File: src/rtl/pipe_pkg.sv
// Shared types and default widths for the inter-stage pipeline registers.
// Every stage instance (IF/ID, ID/EX, EX/MEM, MEM/WB) takes its defaults from here,
// so a width change is made in one place.
package pipe_pkg;

    // The state encoding is also the occupancy count that the stage reports.
    typedef enum logic [1:0] {
        OCC_EMPTY = 2'd0,
        OCC_ONE   = 2'd1,
        OCC_TWO   = 2'd2
    } occ_state_e;

    localparam int CTRL_W_ID_EX = 8;
    localparam int DATA_W_ID_EX = 96;
    localparam int KEEP_W       = 64;
    localparam int CNT_W_DEF    = 16;

endpackage : pipe_pkg

File: src/rtl/pipe_sat_counter.sv
// Saturating up-counter used for the pipeline stage statistics.
// It sticks at all-ones instead of wrapping, so a long stall cannot read back as a short one.
// Ports:
//   clock  in   rising-edge clock
//   reset  in   asynchronous active-low reset, clears count
//   clear  in   synchronous clear (wins over inc)
//   inc    in   count this cycle
//   count  out  current value, CNT_W bits
module pipe_sat_counter #(
    parameter int CNT_W = 16
) (
    input  logic             clock,
    input  logic             reset,
    input  logic             clear,
    input  logic             inc,
    output logic [CNT_W-1:0] count
);

    always_ff @(posedge clock or negedge reset) begin
        if (!reset) begin
            count <= '0;
        end else if (clear) begin
            count <= '0;
        end else if (inc && (count != {CNT_W{1'b1}})) begin
            count <= count + 1'b1;
        end
    end

endmodule : pipe_sat_counter

File: src/rtl/pipe_stage_skid.sv
// Generic inter-stage pipeline register with a valid/ready handshake, a 2-entry skid
// buffer and a synchronous flush.
//   - Main entry drives out_*; the skid entry catches the one input accepted while the
//     downstream stalls. in_ready depends only on registered state, so there is no
//     combinational path from out_ready to in_ready.
//   - Flush empties the stage: ctrl/data are bubbled to zero, out_keep loads in_keep so
//     the trace still shows the squashed slot. A fire in the flush cycle still completes.
// Optional build macro: PIPE_STAGE_STATS_EN adds the CNT_W parameter and the stall_cnt /
// flush_cnt saturating counters; without it neither ports nor counter flops exist.
// Ports:
//   clock, reset (async active-low), flush (sync)
//   in_valid / in_ready / in_ctrl / in_data / in_keep      upstream side
//   out_valid / out_ready / out_ctrl / out_data / out_keep upstream side of the next stage
//   occupancy   number of held entries (0..2)
//   stall_cnt   cycles with out_valid & ~out_ready            (stats build only)
//   flush_cnt   flush cycles that killed at least one entry   (stats build only)
module pipe_stage_skid
    import pipe_pkg::*;
#(
    parameter int CTRL_W = CTRL_W_ID_EX,
    parameter int DATA_W = DATA_W_ID_EX,
    parameter int KEEP_W = pipe_pkg::KEEP_W
`ifdef PIPE_STAGE_STATS_EN
    , parameter int CNT_W = CNT_W_DEF
`endif
) (
    input  logic              clock,
    input  logic              reset,
    input  logic              flush,
    input  logic              in_valid,
    output logic              in_ready,
    input  logic [CTRL_W-1:0] in_ctrl,
    input  logic [DATA_W-1:0] in_data,
    input  logic [KEEP_W-1:0] in_keep,
    output logic              out_valid,
    input  logic              out_ready,
    output logic [CTRL_W-1:0] out_ctrl,
    output logic [DATA_W-1:0] out_data,
    output logic [KEEP_W-1:0] out_keep,
    output logic [1:0]        occupancy
`ifdef PIPE_STAGE_STATS_EN
    , output logic [CNT_W-1:0] stall_cnt
    , output logic [CNT_W-1:0] flush_cnt
`endif
);

    occ_state_e        state;
    logic [CTRL_W-1:0] skid_ctrl;
    logic [DATA_W-1:0] skid_data;
    logic [KEEP_W-1:0] skid_keep;
    logic              acc;
    logic              fire;

    // Main is valid in ONE and TWO; skid is valid only in TWO.
    assign out_valid = (state != OCC_EMPTY);
    assign in_ready  = (state != OCC_TWO);
    assign occupancy = state;
    assign acc       = in_valid & in_ready;
    assign fire      = out_valid & out_ready;

    always_ff @(posedge clock or negedge reset) begin
        if (!reset) begin
            state     <= OCC_EMPTY;
            out_ctrl  <= '0;
            out_data  <= '0;
            out_keep  <= '0;
            skid_ctrl <= '0;
            skid_data <= '0;
            skid_keep <= '0;
        end else if (flush) begin
            // Any accepted input this cycle is swallowed along with the held entries.
            state     <= OCC_EMPTY;
            out_ctrl  <= '0;
            out_data  <= '0;
            out_keep  <= in_keep;
            skid_ctrl <= '0;
            skid_data <= '0;
            skid_keep <= '0;
        end else begin
            case (state)
                OCC_EMPTY: begin
                    if (acc) begin
                        out_ctrl <= in_ctrl;
                        out_data <= in_data;
                        out_keep <= in_keep;
                        state    <= OCC_ONE;
                    end
                end
                OCC_ONE: begin
                    if (acc && fire) begin
                        out_ctrl <= in_ctrl;
                        out_data <= in_data;
                        out_keep <= in_keep;
                    end else if (fire) begin
                        state <= OCC_EMPTY;
                    end else if (acc) begin
                        // Downstream stalled: park the newer entry behind main.
                        skid_ctrl <= in_ctrl;
                        skid_data <= in_data;
                        skid_keep <= in_keep;
                        state     <= OCC_TWO;
                    end
                end
                OCC_TWO: begin
                    // in_ready is low here, so only the skid entry can advance.
                    if (fire) begin
                        out_ctrl <= skid_ctrl;
                        out_data <= skid_data;
                        out_keep <= skid_keep;
                        state    <= OCC_ONE;
                    end
                end
                default: state <= OCC_EMPTY;
            endcase
        end
    end

`ifdef PIPE_STAGE_STATS_EN
    pipe_sat_counter #(.CNT_W(CNT_W)) u_stall_cnt (
        .clock (clock),
        .reset (reset),
        .clear (1'b0),
        .inc   (out_valid & ~out_ready),
        .count (stall_cnt)
    );

    // Only flushes that actually squash a held entry are counted.
    pipe_sat_counter #(.CNT_W(CNT_W)) u_flush_cnt (
        .clock (clock),
        .reset (reset),
        .clear (1'b0),
        .inc   (flush & out_valid),
        .count (flush_cnt)
    );
`endif

endmodule : pipe_stage_skid

File: config.mk
export PLATFORM = sky130hd
export DESIGN_NAME = pipe_stage_skid
export DESIGN_NICKNAME = d
export VERILOG_FILES = /design/src/rtl/pipe_pkg.sv /design/src/rtl/pipe_sat_counter.sv /design/src/rtl/pipe_stage_skid.sv
export SDC_FILE = /design/constraint.sdc
export NUM_CORES = 1
export LEC_CHECK = 0
export BUFFER_PORTS_ARGS = -buffer_cell sky130_fd_sc_hd__buf_2
export CAP_MARGIN = 30
export CORE_MARGIN = 5
export CORE_UTILIZATION = 51
export DETAILED_ROUTE_END_ITERATION = 10
export PLACE_DENSITY = 0.77
export SYNTH_ARGS = -nofsm -noshare
export SYNTH_HDL_FRONTEND = slang
export SYNTH_SLANG_ARGS = --single-unit
export TNS_END_PERCENT = 100
File: constraint.sdc
create_clock -name clock -period 3.7 [get_ports clock]
set_input_delay 0.74 -clock clock [delete_from_list [all_inputs] [get_ports clock]]
set_output_delay 0.74 -clock clock [all_outputs]
set_load 0.05 [all_outputs]
Word level (Yosys, flattened, before mapping). Cells that the tools add are included. Widths: inputs -> output; s select.

Register bits after elaboration: 338. Input port bits: 173. Output and inout bits: 172.

Muxes and demuxes: 34. Equal/unequal tests: 10. Reductions and logical operators: 9. Bitwise logic cells: 2.

Operators by type and width (count): $mux 96 (8); $mux 64 (8); $pmux 96 s3 (1); $pmux 64 s3 (1); $mux 8 (8); $pmux 8 s3 (1); $mux 2 (6); $ne 3x3->1 const B (4); $reduce_and 4->1 (3); $ne 2x2->1 const B (3); $pmux 2 s3 (1); $reduce_bool 2->1 (3); $ne 4x4->1 const B (1); $reduce_bool 4->1 (1); $and 1x1->1 (2); $eq 2x1->1 const B (1); $eq 2x2->1 const B (1); $logic_not 2->1 (1); $logic_and 1x1->1 (1).

Longest topological paths before layout. Gate-level depths: netlist (run 1).

Word-level depth: 7. Depth in mapped cells: 10. Depth with buffers taken out: 6.

Worst setup path after synthesis (run 1). OpenSTA, ideal clock, no wires.

Kind: register to register. Start: register state[0], in the netlist occupancy[0]. End: register skid_data[0]. Path slack: 1002 ps. Stages on the path, launching flop included: 11. Arrival time: 2620 ps. Setup time: 78 ps. Buffers on the path: 4. Period minus slack after synthesis: 2698 ps. Cells stage by stage: dfrtp_1 -> inv_1 -> ha_1 -> buf_2 -> inv_1 -> and4_1 -> buf_2 -> clkbuf_1 -> clkbuf_1 -> nand2_1 -> a21oi_1.

Cells in the longest elaborated chain, start to end: 5. Elaborated cells between the ends (all ways): 11. Those cells by class: 4 x eq/ne; 2 x bitwise; 5 x reduce/logical.

RTL lines: start: declaration (line pipe_stage_skid.sv:47) `occ_state_e state;`; start signal: assignment (line pipe_stage_skid.sv:63) `state <= OCC_EMPTY;`; start signal: assignment (line pipe_stage_skid.sv:72) `state <= OCC_EMPTY;`; start signal: assignment (line pipe_stage_skid.sv:86) `state <= OCC_ONE;`; $ne 2x2->1 * (line pipe_stage_skid.sv:56) `assign in_ready = (state != OCC_TWO);`; via in_ready (line pipe_stage_skid.sv:31) `output logic in_ready,`; $and 1x1->1 * (line pipe_stage_skid.sv:58) `assign acc = in_valid & in_ready;`; $logic_and 1x1->1 (line pipe_stage_skid.sv:90) `if (acc && fire) begin`; $ne 2x2->1 (no source line); $reduce_and 4->1 (no source line) *; end signal: assignment (line pipe_stage_skid.sv:99) `skid_data <= in_data;`; end: declaration (line pipe_stage_skid.sv:49) `logic [DATA_W-1:0] skid_data;`.

Mark *: on every way through the listed nets, which the timed path passes. The rest lies on a longest branch. A chain may end at the register's enable or synchronous reset.

Worst setup path after layout (run 1).
Start: register state[0], in the netlist occupancy[0]. End: register out_data[50].

Cells in the longest elaborated chain, start to end: 5. Elaborated cells between the ends (all ways): 15. Those cells by class: 6 x eq/ne; 2 x mux; 2 x bitwise; 5 x reduce/logical.

RTL lines: $ne 2x2->1 / $reduce_bool 2->1 (equally long branches) (line pipe_stage_skid.sv:56, pipe_stage_skid.sv:55); $and 1x1->1, on equally long branches (line pipe_stage_skid.sv:58, pipe_stage_skid.sv:59); $logic_and 1x1->1 (line pipe_stage_skid.sv:90); $ne 3x3->1 (no source line); $reduce_and 4->1 (no source line); end signal: assignment (line pipe_stage_skid.sv:84) `out_data <= in_data;`; end signal: assignment (line pipe_stage_skid.sv:92) `out_data <= in_data;`; end signal: assignment (line pipe_stage_skid.sv:108) `out_data <= skid_data;`; end: declaration (line pipe_stage_skid.sv:38) `output logic [DATA_W-1:0] out_data,`.

Parallel ways exist; a longest one is shown, timed or not.

==> flow_summary.yaml, run 1 <==
timing:
  worst_pin_slew_ns: 0.9484
  setup_tns_ns: 0
  rsz0062_at_grt: "no"
  timing.fmax_mhz: 361.9
  hold_violations: 0
  slew_headroom_pct: 36.78
  drv_slew: 0
  skew_ns: 0.01458
  min_period_ns: 2.763
  min_period_over_period_pct: 74.68
  setup_viol: 0
placement:
  place_area_um2: 16430
  portBuffers: 344
  gp_congestion: 0.8194
  dp_hpwl_mm: 25.43
  dp.cells: 2125
clock_network:
  cts_htree_levels: 2
  clock-root-buffer: "clkbuf_16"
  cts_buffer_depth: 3
  clk_pin_slew_worst_paths_ns: 0.06
  cts_buffers: 37
  cts_resized: 0
  cts_hold_buf: 0
  cts.sinks: 338
  tritoncts: "done"
  post_cts_buffers: 0
  clkLatencyLatePin_ns: 0.50
yosys:
  syn_area_per_cell_um2: 9.596
  synth_top_area_share_pct: 58.72
  ys_types: 31
  synth_common_cells: "dfrtp_1, nand2_1, nor2_1"
  synth-seq-cells: 338
  synth_top_family_by_area: "simple AND/OR/NAND/NOR gates"
  async_flop_share_pct: 100.0
  syn_nets: 1678
  yosys.area_share.simple_pct: 15.53
  netlist_instances: 1501
  synth_compound_area_share_pct: 14.50
  synth_fa_ha_area_share_pct: 0.3475
  synth_xor_area_share_pct: 0
  synth-seq-area-share_pct: 58.72
  synth_edf_count: 0
  synth_top_area_cell: "dfrtp_1"
  muxShareOfSynthArea_pct: 7.227
  syn_area_um2: 14400
  synth_most_common_cell: "dfrtp_1"
  ys_warn_count: 0
  synth_area_leaders: "dfrtp_1, nand2_1, mux2i_1"
  ys.flop_type: "dfrtp_1"
routing:
  vias: 12197
  firstDrtPassIters: 5
  wl_mm: 39.60
  drtIter0Drc: 881
  drc: 0
  wl_per_cell_um: 18.03
  viasPerCell: 5.554
  antenna_left: 0
layout:
  finalInstanceArea_um2: 17630
  layout-drive-gt1-share_pct: 23.95
  final_cells: 2196
  fill_cells: 2270
  syn2layout_area_growth_pct: 22.41
  fin_nets: 1963
floorplan:
  die_h_um: 178.1
  die_w_um: 178.1
  dieArea_um2: 31700
  row_count: 61
  core_um2: 27860
  start_util_pct: 51.70
  io_pins: 345
grt:
  track_usage_pct: 24.23
  grtUsageMet2_pct: 39.65
  gr-usage-met1_pct: 31.74
  first_global_vias: 12045
  grt-ovfl-total: 0
  met3_usage_pct: 5.956
  antenna_found_initial: 12
  grt_pass1_wl_mm: 62.20
  grt_start_max_net_pins: 203
  grt-busiest-layer: "met2"
setup_path:
  cp_slowest_cell: "or3b_1"
  arrival_ns: 3.14
  worstPathMaxFanout: 126
  path_cells: "inv_1, ha_4, or3b_1, o211ai_1, buf_12, nor2_1, a211oi_1"
  crit_buf_inv: 2
  crit_path_max_incr_delay_ns: 0.48
  worstRegToRegCells: 7
  cp_top_family: "compound AO/OA/AOI/OAI gates"
  cp-end-kind: "flip-flop"
  crit_cells: 7
  startpoint_type: "flip-flop"
  crit_required_ns: 4.07
  criticalPathCategory: "flip-flop to flip-flop"
pwr:
  irDropWorstVdd_mv: 0.5860
  power.leakage_nw: 7.990
  p_per_area_nw_per_um2: 951.0
job:
  drv_cap: 0
hold_path:
  hold_class: "input port to asynchronous set/reset pin"
outcome:
  status: "complete, no violations"
-- cell usage in the layout (no fill, tap or decap), types with 2 or more instances in the layout --
| master | n |
|---|---|
| a211oi_1 | 104 |
| mux2i_1 | 104 |
| diode_2 | 6 |
| clkinv_2 | 10 |
| inv_1 | 5 |
| ha_1 | 3 |
| buf_12 | 9 |
| nor2_1 | 234 |
| a21oi_1 | 168 |
| buf_4 | 16 |
| o21ai_0 | 2 |
| nand4_1 | 2 |
| nand2_1 | 337 |
| clkinvlp_4 | 3 |
| buf_2 | 342 |
| dfrtp_1 | 338 |
| clkbuf_16 | 37 |
| clkbuf_1 | 5 |
| bufinv_16 | 2 |
| nand4bb_1 | 2 |
| clkbuf_8 | 8 |
| o22ai_1 | 64 |
-- logic make-up (layout without fill, tap and decap cells) --
family / after synthesis / count (layout)
AND/OR/NAND/NOR: 583 / 583
AO/OA/AOI/OAI: 344 / 344
flip-flops: 338 / 338
buffers and inverters: 128 / 439
multiplexers: 104 / 104
adder cells (fa/ha/maj): 4 / 4
other: 0 / 6
-- sequential cells by signal (all words and copies together) (netlist names) --
name / cells
out_ctrl: 8
skid_data: 96
skid_ctrl: 8
out_keep: 64
out_data: 96
occupancy: 2
skid_keep: 64
-- final cells by class --
type	count	area, µm²	share of cell area (%)
sequential	338	8458	47.97
multi-input combinational	1035	5444	30.88
timing repair buffer	369	2041	11.57
clock buffer	49	1041	5.904
tap	378	473.0	2.682
clock inverter	16	141.4	0.8019
inverter	5	18.77	0.1064
antenna	6	15.01	0.08515
-- per-stage QoR --
step	power [mW]	setup WS, ns	hold slack, ns	util (%)
3_3_place_gp	13.08	1.049	0.4774	58.99
6_report	16.77	0.9369	0.2904	63.29
2_1_floorplan	11.23	1.002	0.4444	-
5_1_grt	17.65	0.7753	0.3566	63.28
4_1_cts	16.87	0.9216	0.3275	63.24
3_5_place_dp	13.26	0.9423	0.4834	58.99
-- routing by layer --
metal / up-vias / wire length [µm]
met5: - / 76
met3: 91 / 3400
met4: 12 / 1218
met2: 466 / 18910
li1: 5685 / -
met1: 5943 / 16000
-- power by group --
| part | leakage (nW) | total (mW) | switching, mW | internal (mW) |
|---|---|---|---|---|
| sequential | 4.44 | 5.46 | 0.664 | 4.80 |
| clock | 0.584 | 3.58 | 1.46 | 2.12 |
| combinational | 2.97 | 7.73 | 5.86 | 1.87 |
| total | 7.99 | 16.8 | 7.99 | 8.78 |
-- final timing paths --
check / end / slack, ns / from
worst max-delay path: out_data[50] / 0.94 / occupancy[0]
max in group asynchronous: out_keep[37] / 2.36 / reset
worst max register to register: out_data[50] / 0.94 / occupancy[0]
worst min-delay path: out_data[37] / 0.29 / reset
worst min register to register: out_keep[50] / 0.50 / out_keep[50]
min in group clock: skid_keep[40] / 0.48 / in_keep[40]
Note: power is estimated with default switching activity, not from simulation.
==> run 2, diff against run 1 <==
clock period = 2.7 ns   (was 3.7 ns; I/O delays follow)
==> run 2 against run 1 <==
Clock skew is 0.0060 ns lower. Die area stayed put. Sequential power is 37% higher. Largest cell class unchanged. First-iteration DRC count is 21% higher. Worst hold slack worse by 0.010 ns.
==> flow_summary.yaml, run 2 (synthesized netlist as in run 1, its figures left out) <==
timing:
  drv_slew: 0
  setup_tns_ns: 0
  slew_headroom_pct: 39.71
  setup_slack_ns: 0.1705
  hold_violations: 0
  worst_pin_slew_ns: 0.9043
  skew_ns: 0.008608
  min_period_over_period_pct: 93.68
  rsz0062_at_grt: "no"
  timing.fmax_mhz: 395.3
  min_period_ns: 2.529
  setup_viol: 0
grt:
  grt_start_max_net_pins: 191
  gr-usage-met1_pct: 32.75
  antenna_found_initial: 11
  grt-busiest-layer: "met2"
  first_global_vias: 11938
  track_usage_pct: 24.19
  grtUsageMet2_pct: 38.04
  grt-ovfl-total: 0
  met3_usage_pct: 6.168
  grt_pass1_wl_mm: 62.60
setup_path:
  startpoint_type: "flip-flop"
  cp-end-kind: "flip-flop"
  crit_required_ns: 3.03
  worstPathMaxFanout: 58
  arrival_ns: 2.86
  criticalPathCategory: "flip-flop to flip-flop"
routing:
  viasPerCell: 5.485
  vias: 12066
  antenna_left: 0
  firstDrtPassIters: 5
  drc: 0
  wl_per_cell_um: 17.93
  drtIter0Drc: 1070
  wl_mm: 39.45
layout:
  reg.largest.list: "out_data (96), skid_data (96)"
  fill_cells: 2270
  layout_common_cells: "buf_2, dfrtp_1, nand2_1"
  layout-drive-gt1-share_pct: 23.89
  fin_nets: 1972
  syn2layout_area_growth_pct: 23.18
  final_common_cell: "buf_2"
clock_network:
  cts_buffers: 37
  clkLatencyLatePin_ns: 0.50
  cts_htree_levels: 2
  tritoncts: "done"
  clk_pin_slew_worst_paths_ns: 0.06
  cts.sinks: 338
  cts_buffer_depth: 3
  clock-root-buffer: "clkbuf_16"
floorplan:
  start_util_pct: 51.70
  row_count: 61
  dieArea_um2: 31700
  core_um2: 27860
  die_h_um: 178.1
  io_pins: 345
  die_w_um: 178.1
pwr:
  power.leakage_nw: 8.048
  irDropWorstVdd_mv: 0.9337
  p_per_area_nw_per_um2: 1301
placement:
  place_ws_ns: 0.1996
  portBuffers: 344
  gp_congestion: 0.8179
  dp_hpwl_mm: 24.80
outcome:
  status: "complete, no violations"
hold_path:
  hold_class: "input port to flip-flop"
job:
  drv_cap: 0
run 2: layout make-up:
| cell class | instances | area, µm² | share of cell area [%] |
|---|---|---|---|
| well taps | 378 | 473.0 | 2.666 |
| multi-input cells | 1035 | 5444 | 30.68 |
| inverters | 5 | 18.77 | 0.1058 |
| clock inverters | 9 | 98.84 | 0.5571 |
| diodes | 5 | 12.51 | 0.07052 |
| clock buffers | 52 | 1042 | 5.874 |
| flip-flops and latches | 338 | 8458 | 47.67 |
| repair buffers | 378 | 2195 | 12.37 |
run 2: metal layers:
layer	wire, µm	vias up
met5	49	-
met1	16030	5842
met2	18720	445
met4	1341	8
met3	3303	87
li1	-	5684
run 2: worst paths after layout:
check	startpoint	end	slack, ns	depth (start not counted)
max in group asynchronous	reset	out_data[64]	1.23	4
setup reg to reg	occupancy[1]	out_data[71]	0.17	8
setup / recovery	occupancy[1]	out_data[71]	0.17	8
hold / removal	in_data[3]	skid_data[3]	0.28	3
hold reg to reg	out_keep[58]	out_keep[58]	0.49	2
min in group asynchronous	reset	skid_ctrl[5]	0.57	2
run 2: per-stage QoR:
stage	std cells	power (mW)	cell area (µm²)	util, %	hold WS (ns)
floorplan	1501	15.39	14400	-	0.2444
global placement	2130	17.97	16550	59.40	0.4738
detailed placement	2130	18.21	16550	59.40	0.4795
CTS	2192	23.09	17700	63.53	0.2559
global route	2200	24.33	17740	63.69	0.2614
finish	2200	23.08	17740	63.69	0.2803
run 2: what timing repair did:
action | CTS | global route
gates resized for setup | 0 | 2
setup buffers | 0 | 2
setup endpoints to repair | 0 | 5
hold endpoints to repair | 1 | 0
hold buffers | 1 | 0
run 2: worst max-delay path, cell delays in order (launching register included):
cell	delay, ns
dfrtp_1	0.43
inv_1	0.11
ha_1	0.30
or3b_1	0.42
o211ai_1	0.22
buf_4	0.16
buf_4	0.12
buf_6	0.40
a211oi_1	0.18
run 2: power breakdown:
group | total (mW) | switching [mW] | internal, mW
Combinational | 10.8 | 8.09 | 2.69
Clock | 4.82 | 1.95 | 2.87
Sequential | 7.48 | 0.907 | 6.57
Total | 23.1 | 10.9 | 12.1
